## src/rtl/reconfig_request_master.sv

```systemverilog
// -----------------------------------------------------------------------------
// reconfig_request_master
//
// Avalon-MM initiator that pulses the single-bit reconfiguration-request PIO.
// A start strobe (accepted only while idle) runs a fixed sequence:
//   1. Write the PIO direction register (address 1) with 1.
//   2. Write the PIO data register (address 0) with 1.
//   3. Hold the request for PULSE_CYCLES cycles while reading the pin back.
//   4. Write the data register with 0.
//   5. Optionally write the direction register back to 0.
// Completion is signalled with a one-cycle done pulse. Readback and abort
// status are held until the next start.
//
// Ports:
//   clk, reset_n    system clock, asynchronous active-low reset
//   start           one-cycle run request (sampled in idle only)
//   abort           level; forces an early, safe exit from the pulse
//   av_*            Avalon-MM master toward the PIO s1 slave (no waitrequest)
//   busy            high from the first bus cycle through the done cycle
//   done            one-cycle completion pulse
//   readback_ok     pin read back as 1 at the end of the hold
//   aborted         last sequence was cut short by abort
// -----------------------------------------------------------------------------
module reconfig_request_master #(
  parameter int PULSE_CYCLES = 16,
  parameter int READ_LATENCY = 1,
  parameter int RELEASE_DIR  = 1,
  parameter int CNT_W        = 16
) (
  input  logic       clk,
  input  logic       reset_n,
  input  logic       start,
  input  logic       abort,
  output logic [1:0] av_address,
  output logic       av_chipselect,
  output logic       av_write_n,
  output logic       av_writedata,
  input  logic       av_readdata,
  output logic       busy,
  output logic       done,
  output logic       readback_ok,
  output logic       aborted
);

  // The hold must cover the slave read latency plus one cycle so the sampled
  // readdata reflects the request bit. Too-short settings are stretched.
  localparam int HOLD_LEN = (PULSE_CYCLES >= READ_LATENCY + 1) ? PULSE_CYCLES
                                                               : READ_LATENCY + 1;
  localparam logic [CNT_W-1:0] HOLD_LOAD = CNT_W'(HOLD_LEN - 1);

  typedef enum logic [2:0] {
    S_IDLE, S_DIR, S_ASSERT, S_HOLD, S_DEASSERT, S_RELEASE, S_DONE
  } state_t;

  state_t           state_q, state_d;
  logic [CNT_W-1:0] cnt_q, cnt_d;
  logic [1:0]       addr_q, addr_d;
  logic             cs_q, cs_d;
  logic             wn_q, wn_d;
  logic             wd_q, wd_d;
  logic             busy_q, busy_d;
  logic             done_q, done_d;
  logic             rb_q, rb_d;
  logic             ab_q, ab_d;

  always_ff @(posedge clk or negedge reset_n) begin
    if (!reset_n) begin
      state_q <= S_IDLE;
      cnt_q   <= '0;
      addr_q  <= 2'd0;
      cs_q    <= 1'b0;
      wn_q    <= 1'b1;
      wd_q    <= 1'b0;
      busy_q  <= 1'b0;
      done_q  <= 1'b0;
      rb_q    <= 1'b0;
      ab_q    <= 1'b0;
    end else begin
      state_q <= state_d;
      cnt_q   <= cnt_d;
      addr_q  <= addr_d;
      cs_q    <= cs_d;
      wn_q    <= wn_d;
      wd_q    <= wd_d;
      busy_q  <= busy_d;
      done_q  <= done_d;
      rb_q    <= rb_d;
      ab_q    <= ab_d;
    end
  end

  always_comb begin
    state_d = state_q;
    cnt_d   = cnt_q;
    rb_d    = rb_q;
    ab_d    = ab_q;
    addr_d  = 2'd0;
    cs_d    = 1'b0;
    wn_d    = 1'b1;
    wd_d    = 1'b0;

    unique case (state_q)
      S_IDLE: begin
        if (start) begin
          state_d = S_DIR;
          rb_d    = 1'b0;
          ab_d    = 1'b0;
        end
      end
      // Abort during a write lets that write finish; the deassert write that
      // follows guarantees the request pin ends low.
      S_DIR: begin
        if (abort) begin
          state_d = S_DEASSERT;
          ab_d    = 1'b1;
        end else begin
          state_d = S_ASSERT;
        end
      end
      S_ASSERT: begin
        if (abort) begin
          state_d = S_DEASSERT;
          ab_d    = 1'b1;
        end else begin
          state_d = S_HOLD;
          cnt_d   = HOLD_LOAD;
        end
      end
      S_HOLD: begin
        if (abort) begin
          state_d = S_DEASSERT;
          ab_d    = 1'b1;
        end else if (cnt_q == '0) begin
          state_d = S_DEASSERT;
          rb_d    = av_readdata;
        end else begin
          cnt_d = cnt_q - 1'b1;
        end
      end
      S_DEASSERT: state_d = (RELEASE_DIR != 0) ? S_RELEASE : S_DONE;
      S_RELEASE:  state_d = S_DONE;
      S_DONE:     state_d = S_IDLE;
      default:    state_d = S_IDLE;
    endcase

    // Bus outputs are decoded from the next state so they appear registered
    // in the same cycle the state register enters that state.
    unique case (state_d)
      S_DIR:      begin cs_d = 1'b1; wn_d = 1'b0; addr_d = 2'd1; wd_d = 1'b1; end
      S_ASSERT:   begin cs_d = 1'b1; wn_d = 1'b0; addr_d = 2'd0; wd_d = 1'b1; end
      S_HOLD:     begin cs_d = 1'b1; wn_d = 1'b1; addr_d = 2'd0; end
      S_DEASSERT: begin cs_d = 1'b1; wn_d = 1'b0; addr_d = 2'd0; wd_d = 1'b0; end
      S_RELEASE:  begin cs_d = 1'b1; wn_d = 1'b0; addr_d = 2'd1; wd_d = 1'b0; end
      default:    ;
    endcase

    busy_d = (state_d != S_IDLE);
    done_d = (state_d == S_DONE);
  end

  assign av_address    = addr_q;
  assign av_chipselect = cs_q;
  assign av_write_n    = wn_q;
  assign av_writedata  = wd_q;
  assign busy          = busy_q;
  assign done          = done_q;
  assign readback_ok   = rb_q;
  assign aborted       = ab_q;

endmodule

```

## config.mk

```make
export PLATFORM = sky130hd
export DESIGN_NAME = reconfig_request_master
export DESIGN_NICKNAME = d
export VERILOG_FILES = /design/src/rtl/reconfig_request_master.sv
export SDC_FILE = /design/constraint.sdc
export NUM_CORES = 1
export LEC_CHECK = 0
export BUFFER_PORTS_ARGS = -buffer_cell sky130_fd_sc_hd__buf_2
export CORE_UTILIZATION = 40
export DETAILED_ROUTE_END_ITERATION = 6
export PLACE_DENSITY = 0.55
export SKIP_CTS_REPAIR_TIMING = 1
export SLEW_MARGIN = 20
export SYNTH_ARGS = -nofsm -noshare
export SYNTH_HDL_FRONTEND = slang
export SYNTH_SLANG_ARGS = --single-unit
```

## constraint.sdc

```tcl
create_clock -name clk -period 3.9 [get_ports clk]
set_input_delay 0.585 -clock clk [delete_from_list [all_inputs] [get_ports clk]]
set_output_delay 0.585 -clock clk [all_outputs]
set_load 0.05 [all_outputs]
```

==> metrics.log <==
[metrics] Worst-path clk slew: 100 ps
[metrics] max-cap check violation count: 0
[metrics] Die Y-Extent: 63.35 um
[metrics] Clk Latency, worst-skew pair: 270 ps
[metrics] predominant post-synthesis flop cell: dfrtp_1
[metrics] number of cells on the worst reg-to-reg path: 6
[metrics] cell taking the most area after synthesis: dfrtp_1
[metrics] layout cells sized above 1: 15.95%
[metrics] I/O pin total: 14
[metrics] worst slew margin relative to its limit: 60.56%
[metrics] flop and latch count out of synthesis: 27
[metrics] die width: 63.35 um
[metrics] die area: 0.004013 mm2
[metrics] count of final setup violators: 0
[metrics] maximum number of pins on one net before global-route repair: 28
[metrics] power density cells: 630.8 mW/mm2
[metrics] routability cong.: 0.7937
[metrics] cell-by-cell listing of the critical path: inv_1 -> ha_1 -> nor4b_1 -> and4_1 -> nor3_1 -> or3b_1
[metrics] setup clock skew after layout: 6.456 ps
[metrics] run status: complete, no violations
[metrics] Placement Setup Slack: 1590 ps
[metrics] final clock period utilization by the worst path: 56.62%
[metrics] final critical delay including setup and external delays: 2208 ps
[metrics] share of flip-flops with an asynchronous set or reset after synthesis: 100.0%
[metrics] fraction of power spent switching nets: 45.89%
[metrics] wire length of the first global-routing pass: 5464 um
[metrics] Achievable Freq: 452.9 MHz
[metrics] EDFF count, synth: 0
[metrics] leading cell types by total area after synthesis: dfrtp_1, nor2_1, nand2_1, a21oi_1, mux2i_1
[metrics] GRT Util Overall: 17.40%
[metrics] part of the Yosys area used for sequential elements: 44.97%
[metrics] clk sink count: 27
[metrics] Seq pwr share: 45.2%
[metrics] Comb power frac: 39.1%
[metrics] Buffers on Ports: 12
[metrics] antenna cell count: 0
[metrics] Worst Setup EP: cnt_q[3]$_DFFE_PN0P_
[metrics] CTS buffer count: 3
[metrics] routed wire length: 3129 um
[metrics] WL/cell: 14.97 um
[metrics] arrival time at the worst endpoint: 2360 ps
[metrics] vias per std cell: 5.737
[metrics] slack of the critical path: 1692 ps
[metrics] part of the power in the clock network: 15.7%
[metrics] detailed placer's ending HPWL: 2220 um
[metrics] peak supply drop: 0.0002717 V
[metrics] number of instances in the synthesized netlist: 157
[metrics] actual slew at the worst max-slew pin: 591.5 ps
[metrics] area used by multi-input combinational logic: 740.7 um2
[metrics] Net Sw Power: 0.4665 mW
[metrics] H-Tree Level Count: 1
[metrics] placeable core region: 0.003468 mm2
[metrics] leakage power of the design: 0.6935 nW
[metrics] Min Hold Slack: 305.7 ps
[metrics] Setup crit end kind: register
[metrics] synthesized area: 0.001505 mm2
[metrics] drt initial violations: 66
[metrics] Worst setup SP type: register
[metrics] Hold Path Class: primary input to async pin
[metrics] worst-path maximum fanout: 13
[metrics] reg-to-reg critical path startpoint: cnt_q[0]$_DFFE_PN0P_
[metrics] cell type of the slowest stage on the worst timing path: and4_1
[metrics] Slew Limit Fails: 0
[metrics] clock root buffer master: clkbuf_8
[metrics] number of DRC violations after detailed routing: 0
[metrics] vias: 1199
[metrics] total negative slack for setup checks: 0 ps
[metrics] Avg Inst Size Synth: 9.587 um2
[metrics] post-synthesis net count: 163
[metrics] CTS tree: yes
[metrics] Remaining Overflow, GRT: 0
[metrics] total of fill cells in the finished design: 352
[metrics] via count of the first global-routing pass: 1094
[metrics] Synth Warn #: 0
[metrics] RSZ-0062 raised after global routing: false
[metrics] Worst Setup SP: cnt_q[0]$_DFFE_PN0P_
[metrics] Largest stage delay, worst path: 550 ps
[metrics] synth-to-layout area growth: 7.066%
[metrics] nets@finish: 170
[metrics] DRT Pass-1 Iters: 4
[metrics] Internal Pwr Total: 0.5501 mW
[metrics] cell row count: 21
[metrics] reg2reg end: cnt_q[3]$_DFFE_PN0P_
[metrics] antenna violations before repair: 0
[metrics] number of library cell types mapped by synthesis: 50
[metrics] crit path kind: register to register
[metrics] fraction of synthesized cell area taken by the top area cell type: 43.23%
[metrics] post-detailed-route count of antenna-violating nets: 0
[metrics] Register Area: 676.9 um2
[metrics] Worst Path Required: 4050 ps
[metrics] r2r setup slk: 1690 ps
[metrics] Initial Utilization: 43.40%
[metrics] maximum number of buffers from clock root to sink: 2
[metrics] final hold violation count: 0
[cells by family (layout without fill, tap and decap cells)]
logic type	Yosys count	after routing	share of synthesized area, %
buffers and inverters	17	23	5.819
and+or+nand+nor	72	72	29.68
adders and majority gates	1	1	0.8311
other	1	1	0.2491
AOI/OAI and AO/OA	35	35	15.79
muxes	4	4	2.660
DFF	27	27	44.97
[metal layers]
layer,wire (um),up-vias,GRT usage (%)
met4,22,0,5.682
met1,1592,568,26.86
li1,-,601,-
met3,140,2,3.261
met5,0,-,0
met2,1374,28,23.94
[flip-flops by register name, summed over array words and instances, names as in the netlist]
signal and flops:
readback_ok 1, av_address 1, av_writedata 1, done 1, aborted 1, state_q 3
av_chipselect 1, busy 1, av_write_n 1, cnt_q 16
[worst min path at each step]
stage                                  from                       to  slack, ps  depth (start not counted)
finish                              reset_n     cnt_q[1]$_DFFE_PN0P_        310                          1
CTS                                 reset_n     cnt_q[5]$_DFFE_PN0P_        330                          1
detailed placement      aborted$_DFFE_PN0P_      aborted$_DFFE_PN0P_        540                          2
global route                        reset_n     cnt_q[1]$_DFFE_PN0P_        350                          1
floorplan                           reset_n      aborted$_DFFE_PN0P_        290                          0
global placement    readback_ok$_DFFE_PN0P_  readback_ok$_DFFE_PN0P_        530                          2
[critical path: cells and delay by family (launching register included)]
family | cells | cell delay (ps)
simple gates | 4 | 1310
flops | 1 | 420
fa+ha+maj | 1 | 260
buf+inv | 1 | 100
[Yosys cell counts, types with 3 or more instances]
master,n
a211oi_1,3
inv_1,6
nor3_1,6
a31oi_1,3
nor4_1,4
or4_1,3
nand2_1,11
buf_2,4
mux2i_1,4
nor2_1,15
buf_4,3
clkbuf_1,3
dfrtp_1,26
or3_1,3
nand4_1,4
nand3_1,7
a21oi_1,8
o21ai_0,5
[area by class of cell]
type,instances,share of cell area [%]
multi-input combinational,113,45.96
clock inverter,1,0.3106
tap,46,3.571
timing repair buffer,13,4.193
sequential,27,42.00
inverter,6,1.398
clock buffer,3,2.562
[metrics by stage]
stage | instances | util, % | instance area, um2 | total power, mW
floorplan | 157 | - | 1505 | 0.7830
global placement | 205 | 45.13 | 1565 | 0.8570
detailed placement | 205 | 45.13 | 1565 | 0.8629
CTS | 209 | 46.46 | 1612 | 1.025
global route | 209 | 46.46 | 1612 | 1.096
finish | 209 | 46.46 | 1612 | 1.017
[cells in the final DEF (no fill, tap or decap), types with 2 or more instances in the layout]
cell type and n:
a211oi_1 3, a21oi_1 8, a311oi_1 2, a31o_2 2
a31oi_1 3, a41o_1 2, and4_1 2, buf_2 12
clkbuf_8 3, dfrtp_1 26, inv_1 6, mux2i_1 4
nand2_1 11, nand3_1 7, nand4_1 4, nor2_1 15
nor2b_1 2, nor3_1 6, nor4_1 4, o211ai_1 2
o21ai_0 5, o31ai_1 2, or3_1 3, or4_1 3
[power groups by stage]
stage                     clock network, mW  registers (mW)  logic, mW
after global routing                  0.177           0.479      0.440
after global placement                    0           0.459      0.398
after detailed placement                  0           0.464      0.398
after CTS                             0.167           0.459      0.399
after floorplan                           0           0.538      0.245
final                                 0.160           0.459      0.397
No activity file was read; power rests on OpenSTA's default activity.
